File: config.mk
export PLATFORM = sky130hd
export DESIGN_NAME = seg7_display_reader
export DESIGN_NICKNAME = d
export VERILOG_FILES = /design/src/rtl/seg7_display_reader.sv
export SDC_FILE = /design/constraint.sdc
export NUM_CORES = 1
export LEC_CHECK = 0
export ABC_CLOCK_PERIOD_IN_PS = 6400
export CORE_UTILIZATION = 50
export DETAILED_ROUTE_END_ITERATION = 10
export GPL_TIMING_DRIVEN = 0
export HOLD_SLACK_MARGIN = 0.08
export PLACE_DENSITY = 0.74
export SYNTH_ARGS = -nofsm -noshare
export SYNTH_HDL_FRONTEND = slang
export SYNTH_SLANG_ARGS = --single-unit
File: constraint.sdc
create_clock -name clk -period 6.4 [get_ports clk]
set_input_delay 0.64 -clock clk [delete_from_list [all_inputs] [get_ports clk]]
set_output_delay 0.64 -clock clk [all_outputs]
set_load 0.01 [all_outputs]
File: src/rtl/seg7_display_reader.sv
// Receive-side reader for a three-digit 7-segment bus (hundreds, tens, units).
// Waits for a stable segment triple, decodes it to BCD, converts to binary with
// a multiply-by-10 accumulator and reports the result over valid/ready.
module seg7_display_reader #(
  parameter int unsigned STABLE_CYCLES = 4  // legal 1..15
) (
  input  logic        clk,
  input  logic        reset,
  input  logic [6:0]  seg_h,
  input  logic [6:0]  seg_t,
  input  logic [6:0]  seg_u,
  input  logic        out_ready,
  output logic        out_valid,
  output logic [9:0]  bin_value,
  output logic [11:0] bcd_value,
  output logic        err_invalid,
  output logic [2:0]  err_digit
);

  typedef enum logic [1:0] {StIdle, StConv, StValid} state_e;

  localparam logic [3:0] StableMax = 4'(STABLE_CYCLES);

  // Returns {invalid, digit}; an invalid pattern decodes to 4'hF.
  function automatic logic [4:0] seg_decode(input logic [6:0] s);
    logic [4:0] r;
    case (s)
      7'b1111110: r = 5'h00;
      7'b0110000: r = 5'h01;
      7'b1101101: r = 5'h02;
      7'b1111001: r = 5'h03;
      7'b0110011: r = 5'h04;
      7'b1011011: r = 5'h05;
      7'b1011111: r = 5'h06;
      7'b1110000: r = 5'h07;
      7'b1111111: r = 5'h08;
      7'b1111011: r = 5'h09;
      default:    r = {1'b1, 4'hF};
    endcase
    return r;
  endfunction

  state_e      state_q;
  logic [20:0] seg_q;
  logic [3:0]  run_q, run_d;
  logic [20:0] last_rep_q;
  logic        first_q;
  logic [20:0] lat_q;
  logic [11:0] dig_q;
  logic [2:0]  err_lat_q;
  logic [9:0]  acc_q, acc_d;
  logic [1:0]  cnt_q;

  logic [20:0] seg_in;
  logic [4:0]  dec_h, dec_t, dec_u;
  logic        capture;
  logic [3:0]  cur_digit;
  logic [3:0]  addend;

  assign seg_in = {seg_h, seg_t, seg_u};
  assign dec_h  = seg_decode(seg_q[20:14]);
  assign dec_t  = seg_decode(seg_q[13:7]);
  assign dec_u  = seg_decode(seg_q[6:0]);

  // Stability run counter (saturating) and capture decision on the registered triple.
  always_comb begin
    run_d = 4'd1;
    if (seg_in == seg_q) begin
      run_d = (run_q == StableMax) ? run_q : run_q + 4'd1;
    end
    capture = (run_q == StableMax) && (first_q || (seg_q != last_rep_q));
  end

  // Select the digit for this conversion step; an invalid digit adds nothing.
  always_comb begin
    case (cnt_q)
      2'd0:    cur_digit = dig_q[11:8];
      2'd1:    cur_digit = dig_q[7:4];
      default: cur_digit = dig_q[3:0];
    endcase
    addend = (cur_digit > 4'd9) ? 4'd0 : cur_digit;
    acc_d  = {acc_q[6:0], 3'b000} + {acc_q[8:0], 1'b0} + {6'd0, addend};
  end

  // Input sampling plus the capture/convert/report FSM with registered outputs.
  always_ff @(posedge clk) begin
    if (!reset) begin
      state_q     <= StIdle;
      seg_q       <= '0;
      run_q       <= '0;
      last_rep_q  <= '0;
      first_q     <= 1'b1;
      lat_q       <= '0;
      dig_q       <= '0;
      err_lat_q   <= '0;
      acc_q       <= '0;
      cnt_q       <= '0;
      out_valid   <= 1'b0;
      bin_value   <= '0;
      bcd_value   <= '0;
      err_invalid <= 1'b0;
      err_digit   <= '0;
    end else begin
      seg_q <= seg_in;
      run_q <= run_d;
      case (state_q)
        StIdle: begin
          if (capture) begin
            lat_q     <= seg_q;
            dig_q     <= {dec_h[3:0], dec_t[3:0], dec_u[3:0]};
            err_lat_q <= {dec_h[4], dec_t[4], dec_u[4]};
            acc_q     <= '0;
            cnt_q     <= '0;
            state_q   <= StConv;
          end
        end
        StConv: begin
          acc_q <= acc_d;
          cnt_q <= cnt_q + 2'd1;
          if (cnt_q == 2'd2) begin
            state_q     <= StValid;
            out_valid   <= 1'b1;
            bin_value   <= (|err_lat_q) ? 10'd0 : acc_d;
            bcd_value   <= dig_q;
            err_invalid <= |err_lat_q;
            err_digit   <= err_lat_q;
          end
        end
        StValid: begin
          if (out_ready) begin
            out_valid  <= 1'b0;
            last_rep_q <= lat_q;
            first_q    <= 1'b0;
            state_q    <= StIdle;
          end
        end
        default: state_q <= StIdle;
      endcase
    end
  end

endmodule

==> flow_metrics.tcl <==
set metrics [dict create \
    peakVddDrop_v 0.000324 \
    htreeDepth 4 \
    synth.distinct_cells 59 \
    boundaryPins 51 \
    startpoint_type "flip-flop" \
    clk_path_buf_depth 2 \
    cp_slowest_cell "fa_1" \
    rsz0062_at_grt "no" \
    cts_made_buffers 17 \
    seq_area_frac_synth_pct 42.1 \
    core_area_um2 11400 \
    drt-total-wl_mm 15.1 \
    grt_antenna_before_repair 0 \
    setup_viol 0 \
    place.gp.congestion 0.902 \
    worst_slew_pin_slew_ps 1080 \
    cts.sinks 123 \
    synth-edff-count 0 \
    run_status "complete, no violations" \
    ys_async_sr_fraction_pct 0 \
    drt-initial-drc-count 329 \
    track_usage_pct 27.1 \
    cts_resized 0 \
    p_leak_uw 0.00265 \
    dp_hpwl_mm 11.0 \
    drive_gt1_share_pct 9.23 \
    final.period_utilization_pct 55.8 \
    area_delta_synth_final_pct 22.3 \
    ys_seq_elements 123 \
    portBuffers 50 \
    synth_area_um2 5850 \
    grt_overflow_total 0 \
    cp.arrival_ps 3870 \
    path_clk_slew_ps 50 \
    mostFrequentLayoutCell "dfxtp_1" \
    dpl_worst_slack_ps 2880 \
    min_period_ps 3570 \
    path_cells "inv_1 -> ha_1 -> a22o_1 -> a21oi_1 -> nand3_1 -> fa_1 -> inv_1 -> ha_1 -> a211oi_1 -> nor2_1 -> o21ai_0 -> a21oi_1 -> nor3b_1 -> a311o_1" \
    wl_per_cell_um 16.4 \
    rows 39 \
    grt_first_pass_wirelength_mm 24.5 \
    vias 5214 \
    die_h_um 110 \
    p_per_area_nw_per_um2 264 \
    layout_common_cells "123 x dfxtp_1, 118 x nand2_1, 58 x a21oi_1" \
    avgViaCountPerCell 5.65 \
    cpPeakStageDelay_ps 550 \
    clk_latency_ps 420 \
    critical_path_class "reg -> reg" \
    yosys_most_used_dff "dfxtp_1" \
    finClkSkew_ps 10.4 \
    final_core_utilization_pct 62.6 \
    syn_avg_cell_area_um2 8.37 \
    max_freq_ghz 0.280 \
    drc 0 \
    fin_ws_ps 2830 \
    power_uw 1880 \
    hp-class "reg -> reg" \
    end_kind "flip-flop" \
    grt_pass1_vias 5043 \
    relSlewSlack_pct 27.7 \
    crit_path_max_fanout 5 \
    ys_warn_count 0 \
    ant_nets 0 \
    post_cts_buffers 0 \
    syn_nets 744 \
    insertedDiodeCount 0 \
    cts_hold_buffers 0 \
    num-nets-final 813 \
    synth_cells 699 \
    cap_violations 0 \
    finalHoldViolations 0 \
    totalNegativeSetupSlack_ps 0 \
    fp.dieW_um 110 \
    initial_core_util_pct 51.2 \
    firstDrtPassIters 5 \
    fillers 1009 \
    die_area_um2 12100 \
    root_buffer "clkbuf_16" \
    whs_ps 452 \
    cp.required_ps 6700 \
    grt_max_degree 17 \
    cts_tree "done" \
    slew_viol_final 0 \
]
[flip-flops by register name, indices dropped and copies added (netlist names)]
register and count:
dig_q 12, acc_q 9, first_q 1, bin_value 10, cnt_q 2, bcd_value 12
last_rep_q 21, seg_q 21, lat_q 21, run_q 4, out_valid 1, err_lat_q 3
state_q 2, err_digit 3, err_invalid 1
[synthesized netlist by cell type, drive strengths merged, types with 10 or more instances]
library cell  instances  share of area, %
a21oi                65               6.0
and2                 22               2.4
buf                  24               2.8
clkbuf               32               2.1
dfxtp               123                42
ha                   19               4.1
inv                  14              0.90
nand2               118               7.6
nand3                56               5.5
nor2                 28               1.8
nor3                 10              0.86
nor4                 10               1.2
o21ai                44               3.8
xnor2                13               1.9
xor2                 37               5.5
[metal layers]
metal | up-vias | global-route usage (%) | part of all wire, %
met5 | - | 0 | 0
met4 | 0 | 12.8 | 3.2
met3 | 38 | 6.23 | 5.3
met2 | 176 | 46.7 | 49
met1 | 2469 | 31.8 | 43
li1 | 2531 | - | -
[stage by stage]
stage | cells | area (µm²)
6_report | 923 | 7150
5_1_grt | 923 | 7150
4_1_cts | 923 | 7150
3_5_place_dp | 892 | 6530
3_3_place_gp | 892 | 6530
2_1_floorplan | 699 | 5850
[final timing paths]
path	startpoint	endpoint	slack (ps)	depth (start not counted)
worst max-delay path	cnt_q[0]$_SDFFE_PN0P_	bin_value[9]$_SDFFE_PN0P_	2830	14
worst min-delay path	lat_q[14]$_SDFFE_PN0P_	last_rep_q[14]$_SDFFE_PN0P_	450	2
worst max register to register	cnt_q[0]$_SDFFE_PN0P_	bin_value[9]$_SDFFE_PN0P_	2830	14
worst min register to register	lat_q[14]$_SDFFE_PN0P_	last_rep_q[14]$_SDFFE_PN0P_	450	2
[cell type report]
cell class	instances	area, µm²	area share [%]
tap	143	179	2.50
buffer	56	284	3.97
multi-input combinational	506	3050	42.7
sequential	123	2460	34.4
clock buffer	25	515	7.21
inverter	14	52.6	0.735
clock inverter	6	108	1.50
timing repair buffer	50	500	7.00
[power by group]
group          leakage (µW)  internal (µW)  total [µW]  switching (µW)
Clock              0.000305            671        1000             332
Combinational       0.00135           42.1         104            61.9
Sequential         0.000996            774         777            3.65
[cell families after synthesis]
| logic type | after synthesis | share of synthesized area (%) |
|---|---|---|
| adders and majority gates | 21 | 4.75 |
| xor gates and xnor gates | 50 | 7.49 |
| AOI/OAI and AO/OA | 147 | 15.1 |
| DFF | 123 | 42.1 |
| and+or+nand+nor | 287 | 24.6 |
| muxes | 1 | 0.171 |
| buffers and inverters | 70 | 5.75 |
[worst max-delay path: cells and delay by family, from the launching register on]
| family | cells | cell delay (ps) |
|---|---|---|
| flip-flops | 1 | 370 |
| buffers and inverters | 2 | 150 |
| AO/OA/AOI/OAI | 6 | 1440 |
| adder cells (fa/ha/maj) | 3 | 1110 |
| AND/OR/NAND/NOR | 3 | 380 |
Power figures use the tool's default switching activity.
